--- src/rtl/sd_sector_arbiter.sv ---
// Round-robin arbiter sharing one HPS sector-transfer channel between NDRIVE floppy drives.
// Optional ISSUE-phase ack timeout is compiled in with `define SDARB_TIMEOUT_EN.
module sd_sector_arbiter #(
  parameter int NDRIVE  = 4,
  parameter int TIMEOUT = 1 << 22
) (
  input  logic                  clk_sys,
  input  logic                  reset_n,
  input  logic [NDRIVE-1:0]     drv_rd,
  input  logic [NDRIVE-1:0]     drv_wr,
  input  logic [32*NDRIVE-1:0]  drv_lba,
  input  logic [8*NDRIVE-1:0]   drv_buff_din,
  output logic [NDRIVE-1:0]     drv_done,
  output logic [NDRIVE-1:0]     drv_err,
  output logic [NDRIVE-1:0]     drv_buff_wr,
  output logic                  busy,
  output logic [31:0]           sd_lba,
  output logic [NDRIVE-1:0]     sd_rd,
  output logic [NDRIVE-1:0]     sd_wr,
  input  logic [NDRIVE-1:0]     sd_ack,
  input  logic                  sd_buff_wr,
  output logic [7:0]            sd_buff_din
);

  localparam int GW = (NDRIVE > 1) ? $clog2(NDRIVE) : 1;

  localparam logic [2:0] IDLE  = 3'd0;
  localparam logic [2:0] ISSUE = 3'd1;
  localparam logic [2:0] XFER  = 3'd2;
  localparam logic [2:0] DONE  = 3'd3;
  localparam logic [2:0] ABORT = 3'd4;

  logic [2:0]        state, state_nx;
  logic [GW-1:0]     ptr, g, pick;
  logic              found;
  logic              op_wr;
  logic              tmo;
  logic [NDRIVE-1:0] req;

  assign req = drv_rd | drv_wr;

  // First requester at or after ptr; scanning downwards lets the lowest offset win.
  always_comb begin
    int idx;
    pick  = ptr;
    found = 1'b0;
    idx   = 0;
    for (int k = NDRIVE - 1; k >= 0; k--) begin
      idx = int'(ptr) + k;
      if (idx >= NDRIVE) idx = idx - NDRIVE;
      if (req[idx]) begin
        pick  = GW'(idx);
        found = 1'b1;
      end
    end
  end

  always_comb begin
    state_nx = state;
    case (state)
      IDLE:  if (found) state_nx = ISSUE;
      ISSUE: begin
        if (sd_ack[g])  state_nx = XFER;
        else if (tmo)   state_nx = ABORT;
      end
      XFER:  if (!sd_ack[g]) state_nx = DONE;
      DONE:  state_nx = IDLE;
      ABORT: state_nx = IDLE;
      default: state_nx = IDLE;
    endcase
  end

  always_ff @(posedge clk_sys) begin
    if (!reset_n) begin
      state    <= IDLE;
      ptr      <= '0;
      g        <= '0;
      op_wr    <= 1'b0;
      sd_lba   <= '0;
      sd_rd    <= '0;
      sd_wr    <= '0;
      drv_done <= '0;
      busy     <= 1'b0;
    end else begin
      state <= state_nx;
      busy  <= (state_nx != IDLE);
      if (state == IDLE && found) begin
        g      <= pick;
        op_wr  <= drv_wr[pick];
        sd_lba <= drv_lba[32*pick +: 32];
      end
      // Strobe is held only while ISSUE persists, so it drops on the ack/abort edge.
      sd_rd <= '0;
      sd_wr <= '0;
      if (state == ISSUE && state_nx == ISSUE) begin
        if (op_wr) sd_wr[g] <= 1'b1;
        else       sd_rd[g] <= 1'b1;
      end
      drv_done <= '0;
      if (state_nx == DONE) drv_done[g] <= 1'b1;
      if (state == DONE || state == ABORT) begin
        ptr <= (int'(g) == NDRIVE - 1) ? '0 : g + GW'(1);
      end
    end
  end

`ifdef SDARB_TIMEOUT_EN
  localparam int TW = $clog2(TIMEOUT + 1);

  logic [TW-1:0] tcnt;

  assign tmo = (tcnt == TW'(TIMEOUT));

  always_ff @(posedge clk_sys) begin
    if (!reset_n) begin
      tcnt    <= '0;
      drv_err <= '0;
    end else begin
      if (state == ISSUE) tcnt <= tcnt + TW'(1);
      else                tcnt <= '0;
      drv_err <= '0;
      if (state_nx == ABORT) drv_err[g] <= 1'b1;
    end
  end
`else
  assign tmo     = 1'b0;
  assign drv_err = '0;
`endif

  always_comb begin
    drv_buff_wr = '0;
    if (state == XFER) drv_buff_wr[g] = sd_buff_wr;
    sd_buff_din = (state == IDLE) ? 8'h00 : drv_buff_din[8*g +: 8];
  end

endmodule

--- config.mk ---
export PLATFORM = sky130hd
export DESIGN_NAME = sd_sector_arbiter
export DESIGN_NICKNAME = d
export VERILOG_FILES = /design/src/rtl/sd_sector_arbiter.sv
export SDC_FILE = /design/constraint.sdc
export NUM_CORES = 1
export LEC_CHECK = 0
export BUFFER_PORTS_ARGS = -buffer_cell sky130_fd_sc_hd__buf_2
export CORE_MARGIN = 5
export CORE_UTILIZATION = 36
export CTS_CLUSTER_SIZE = 8
export DETAILED_ROUTE_END_ITERATION = 6
export HOLD_SLACK_MARGIN = 0.15
export PLACE_DENSITY = 0.77
export RECOVER_POWER = 25
export SLEW_MARGIN = 20
export SYNTH_ARGS = -nofsm -noshare
export SYNTH_HDL_FRONTEND = slang
export SYNTH_SLANG_ARGS = --single-unit
--- constraint.sdc ---
create_clock -name clk_sys -period 1.7 [get_ports clk_sys]
set_input_delay 0.17 -clock clk_sys [delete_from_list [all_inputs] [get_ports clk_sys]]
set_output_delay 0.17 -clock clk_sys [all_outputs]
set_load 0.005 [all_outputs]
==> results.toml, run 1 <==
[run_status]
status = "complete, but fails checks"
violations = "negative setup slack"

[timing]
layout_setup_ws_ns = -0.2088
fin_crit_sh_pct = 112.3
hold-worst-slack_ns = 0.1524
fmaxAchievable_mhz = 523.9
skew_ns = 0.01254
rsz0062_at_grt = "true"
hold_viol_final = 0
setup_violations = 41
slew_viol_final = 0
period_needed_ns = 1.909

[clock_tree]
cts-buffers-inserted = 5
clk_path_buf_depth = 2
clkSinkCount = 53
clk-insertion-delay-late_ns = 0.31
cts_tree = "built"
root_buffer = "clkbuf_8"
cts.clk_slew.worst_paths_ns = 0.11
h-tree-depth = 2

[logic_synthesis]
synth_top_cells_by_area = "dfxtp_1 35%, mux2i_1 22%, o221ai_1 9.2%"
synth-seq-cells = 53
yosysSeqAreaShare_pct = 34.74
synthSimpleGateAreaFrac_pct = 14.50
synthAdderAreaFrac_pct = 1.639
synth_top_area_cell = "dfxtp_1"
synth_top_area_share_pct = 34.74
yosysWarningCount = 0
synth.distinct_cells = 35
synth_top_family_by_area = "multiplexers"
synthMuxAreaShare_pct = 28.59
postSynthAreaPerCell_um2 = 10.21
synth-compound-area-share_pct = 13.81
synthCells = 299
synth-xor-area-share_pct = 0
synth_area_mm2 = 0.003054

[routing]
wl_um = 11350
drt-vias-per-instance = 5.131
initialDrtViolationCount = 83
drt-pass1-iter-count = 4
drtAntennaViolNets = 0
wire_per_inst_um = 16.67
num_vias = 3494
drc_errors = 0

[global_route]
overflow = 0
antenna_found_initial = 0
grt_max_degree = 19
grt_pass1_vias = 3660
track_usage_pct = 20.33
grt_pass1_wl_um = 16840

[worst_setup_path]
critPathKind = "flip-flop to flip-flop"
critPathLaunchType = "flip-flop"
critPathRequiredTime_ns = 1.89
endpoint_kind = "flip-flop"
arrival_ns = 2.10
cp_max_fo = 6

[job]
drv_cap = 0

[die]
dieArea_mm2 = 0.01043
dieWidth_um = 102.1
io_pins = 236
start_util_pct = 36.98
die_height_um = 102.1
core_area_mm2 = 0.008258
num_rows = 33

[power]
leakagePower_nw = 2.354
peakVddDrop_mv = 0.3514
pwr_density_cell_mw_per_mm2 = 664.4
power_mw = 3.406

[placement]
dp.cells = 649
finalWeightedCongestion = 0.8322
io_buffer_count = 231
dp_hpwl_um = 8578

[cells_and_area]
fin_nets = 754
final_common_cell = "buf_2"
area_delta_synth_final_pct = 67.88
antenna-diode-count = 0
final_cells = 681
drive_gt1_share_pct = 55.38
layout_common_cells = "221 x buf_2, 54 x mux2i_1, 51 x dfxtp_1, 37 x nand2_1, 31 x o221ai_1"

[hold_path]
min_path_type = "input pin to flip-flop"
==> metrics by stage <==
stage	setup TNS (ns)	area, um2	util [%]	setup WS [ns]
floorplan	0	3070	-	0.003866
global placement	-5.976	4464	54.06	-0.2969
detailed placement	-7.133	4464	54.06	-0.2959
CTS	-5.678	4991	60.44	-0.1941
global route	-8.955	5127	62.09	-0.2738
finish	-6.097	5127	62.09	-0.2088
==> layout make-up <==
class | count | area [um2]
clock buffers | 5 | 68.82
repair buffers | 289 | 1824
fillers | 688 | 3131
clock inverters | 3 | 25.02
multi-input cells | 222 | 1997
well taps | 105 | 131.4
inverters | 4 | 15.01
flip-flops and latches | 53 | 1066
==> metal layers <==
layer | share of wire (%) | wire [um] | GRT usage (%)
met1 | 36 | 4036 | 22.06
met2 | 55 | 6254 | 39.58
met3 | 6.8 | 776 | 4.164
met4 | 2.5 | 284 | 5.449
met5 | 0 | 0 | 0
==> worst paths after layout <==
kind,startpoint,to,slack [ns],cells past startpoint
max,ptr[1],sd_lba[4],-0.21,8
min,drv_lba[90],sd_lba[26],0.15,3
max reg2reg,ptr[1],sd_lba[4],-0.21,8
min reg2reg,sd_lba[2],sd_lba[2],0.47,2
==> sequential cells by signal (all words and copies together), names as in the netlist <==
name and cells:
state 3, drv_done 4, op_wr 1, sd_wr 4, g 2, sd_lba 32
ptr 2, busy 1, sd_rd 4
==> critical path: stages, from the launching register on <==
cell      delay (ns)
dfxtp_2         0.36
inv_2           0.05
or4_4           0.52
o211ai_4        0.09
buf_12          0.15
buf_12          0.13
buf_12          0.11
mux2i_1         0.24
o221ai_2        0.13
==> cell families after synthesis <==
family	after synthesis
buf+inv	28
flops	53
fa+ha+maj	4
other cells	1
compound gates	49
mux	76
simple gates	88
==> cell usage after synthesis (all sizes together) <==
master and count:
a21boi 2, a21oi 4, a22oi 2, a31oi 1, and2 16, and2b 1, buf 15, clkbuf 9
conb 1, dfxtp 53, ha 4, inv 4, mux2i 67, mux4 9, nand2 37, nand2b 3
nand3 3, nand3b 1, nor2 6, nor2b 11, nor3 3, nor3b 1, nor4 1, o211ai 1
o21ai 2, o221ai 35, o31a 1, o32ai 1, or2 3, or3b 1, or4 1
==> what timing repair did <==
action / in CTS / in global routing
hold buffers: 10 / 0
pin swaps: 3 / 11
endpoints found under the setup margin: 45 / 56
resized for setup: 30 / 32
buffers inserted: 9 / 3
cloned: 4 / 0
hold endpoints to repair: 7 / 0
==> where the power goes <==
| group | leakage [nW] | switching (mW) | internal (mW) |
|---|---|---|---|
| Clock | 0.0447 | 0.449 | 0.299 |
| Combinational | 1.87 | 0.517 | 0.735 |
| Sequential | 0.435 | 0.0639 | 1.34 |
No activity file was read; power rests on OpenSTA's default activity.
==> run 2: changes to the inputs <==
==> constraint.sdc (replaced) <==
create_clock -name clk_sys -period 1.7 [get_ports clk_sys]
set_input_delay 0.255 -clock clk_sys [delete_from_list [all_inputs] [get_ports clk_sys]]
set_output_delay 0.255 -clock clk_sys [all_outputs]
set_load 0.005 [all_outputs]
==> run 2 against run 1 <==
  * Register-to-register slack improved by 0.07 ns
  * The run still ends with negative setup slack left
  * Worst setup slack gained 0.065 ns
  * First-iteration DRC count shrank 30%
  * Critical endpoint is now sd_wr[0]
  * Sequential power is essentially flat
==> results.toml, run 2 (same netlist as run 1, synthesis figures left out) <==
[timing]
period_needed_ns = 1.843
skew_ns = 0.006771
layout_setup_ws_ns = -0.1434
setup_violations = 53
slew_viol_final = 0
rsz0062_at_grt = "true"
hold_viol_final = 0
fmaxAchievable_mhz = 542.5
fin_crit_sh_pct = 108.4
hold-worst-slack_ns = 0.2380
tns_ns = -3.717

[global_route]
track_usage_pct = 19.45
grt_max_degree = 24
grt_pass1_vias = 3597
antenna_found_initial = 0
overflow = 0
grt_pass1_wl_um = 16250

[clock_tree]
clk_path_buf_depth = 2
cts.clk_slew.worst_paths_ns = 0.10
cts_tree = "built"
clk-insertion-delay-late_ns = 0.30
cts-buffers-inserted = 5
h-tree-depth = 2
holdBufCountCts = 0
clkSinkCount = 53
root_buffer = "clkbuf_8"

[die]
start_util_pct = 36.98
num_rows = 33
dieArea_mm2 = 0.01043
dieWidth_um = 102.1
io_pins = 236
core_area_mm2 = 0.008258
die_height_um = 102.1

[routing]
num_vias = 3377
drt-pass1-iter-count = 4
wl_um = 11150
wire_per_inst_um = 16.77
drtAntennaViolNets = 0
drc_errors = 0
initialDrtViolationCount = 58
drt-vias-per-instance = 5.078

[worst_setup_path]
cp_max_fo = 4
slowest_delay_ns = 0.51
critPathRequiredTime_ns = 1.96
critPathTopFamily = "simple AND/OR/NAND/NOR gates"
critPathLaunchType = "flip-flop"
endpoint_kind = "flip-flop"
critPathKind = "flip-flop to flip-flop"
path_buf_inv = 2
arrival_ns = 2.10
cp_slowest_cell = "mux4_2"
crit_path_cell_trace = "buf_4 > buf_6 > mux4_2 > or2_4 > nor3_4 > and2_4"

[hold_path]
min_path_type = "input pin to flip-flop"

[power]
power_mw = 3.362
pwr_density_cell_mw_per_mm2 = 663.6
leakagePower_nw = 2.309
p_int_mw = 2.346
p_comb_share_pct = 36.2
switching_share_pct = 30.21
power.switching_mw = 1.016
clockPowerShare_pct = 22.0
p_seq_share_pct = 41.8
peakVddDrop_mv = 0.4879

[placement]
io_buffer_count = 231
dp_hpwl_um = 8483
dp_slack_ns = -0.3489
placed_cell_area_mm2 = 0.004412
finalWeightedCongestion = 0.8517
dp.cells = 640

[cells_and_area]
nFillCells = 697
top_register = "sd_lba"
fin_util_pct = 61.35
drive_gt1_share_pct = 58.75
layout_common_cells = "222 x buf_2, 53 x mux2i_1, 48 x dfxtp_1, 37 x nand2_1, 29 x o221ai_1"
final_cells = 665
area_delta_synth_final_pct = 65.87
final_common_cell = "buf_2"
stdcell_area_mm2 = 0.005066
largest_reg_flops = 32
antenna-diode-count = 0
fin_nets = 738

[job]
drv_cap = 0

[run_status]
violations = "negative setup slack"
status = "complete, but fails checks"
==> run 2: final cells by class <==
class | instances | area (um2) | area share [%]
multi-input cells | 222 | 2053 | 40.53
repair buffers | 273 | 1698 | 33.51
flip-flops and latches | 53 | 1070 | 21.12
well taps | 105 | 131.4 | 2.593
clock buffers | 5 | 68.82 | 1.358
clock inverters | 3 | 25.02 | 0.4939
inverters | 4 | 20.02 | 0.3952
==> run 2: final timing paths <==
kind                                  start         end  slack (ns)  cells after the start
worst max-delay path                   g[0]    sd_wr[0]       -0.14                      6
worst min-delay path            drv_lba[27]  sd_lba[27]        0.24                      3
worst max register to register         g[0]    sd_wr[0]       -0.14                      6
worst min register to register    sd_lba[5]   sd_lba[5]        0.47                      2
==> run 2: power by group through the flow <==
stage,registers (mW),logic (mW),clock network (mW)
final,1.40,1.22,0.739
after global routing,1.42,1.31,0.819
after CTS,1.40,1.14,0.758
after detailed placement,1.43,0.959,0
after global placement,1.42,0.932,0
after floorplan,1.43,0.528,0
==> run 2: worst reg2reg max path, stage by stage (launching register included) <==
cell	delay [ns]
dfxtp_4	0.38
buf_4	0.11
buf_6	0.08
mux4_2	0.51
or2_4	0.29
nor3_4	0.26
and2_4	0.18
==> run 2: repair_timing <==
action	4_1_cts	5_1_grt
buffers inserted	8	6
gates cloned	5	2
resized for setup	35	53
pin swaps	13	28
setup endpoints to repair	45	57
==> run 2: per-layer routing <==
layer  GRT usage, %  routed length [um]  up-vias
met2          35.28                5973      145
met5              0                   0        -
li1               -                   -     1632
met4          6.761                 289        0
met3          4.642                 810       26
met1          22.23                4078     1574
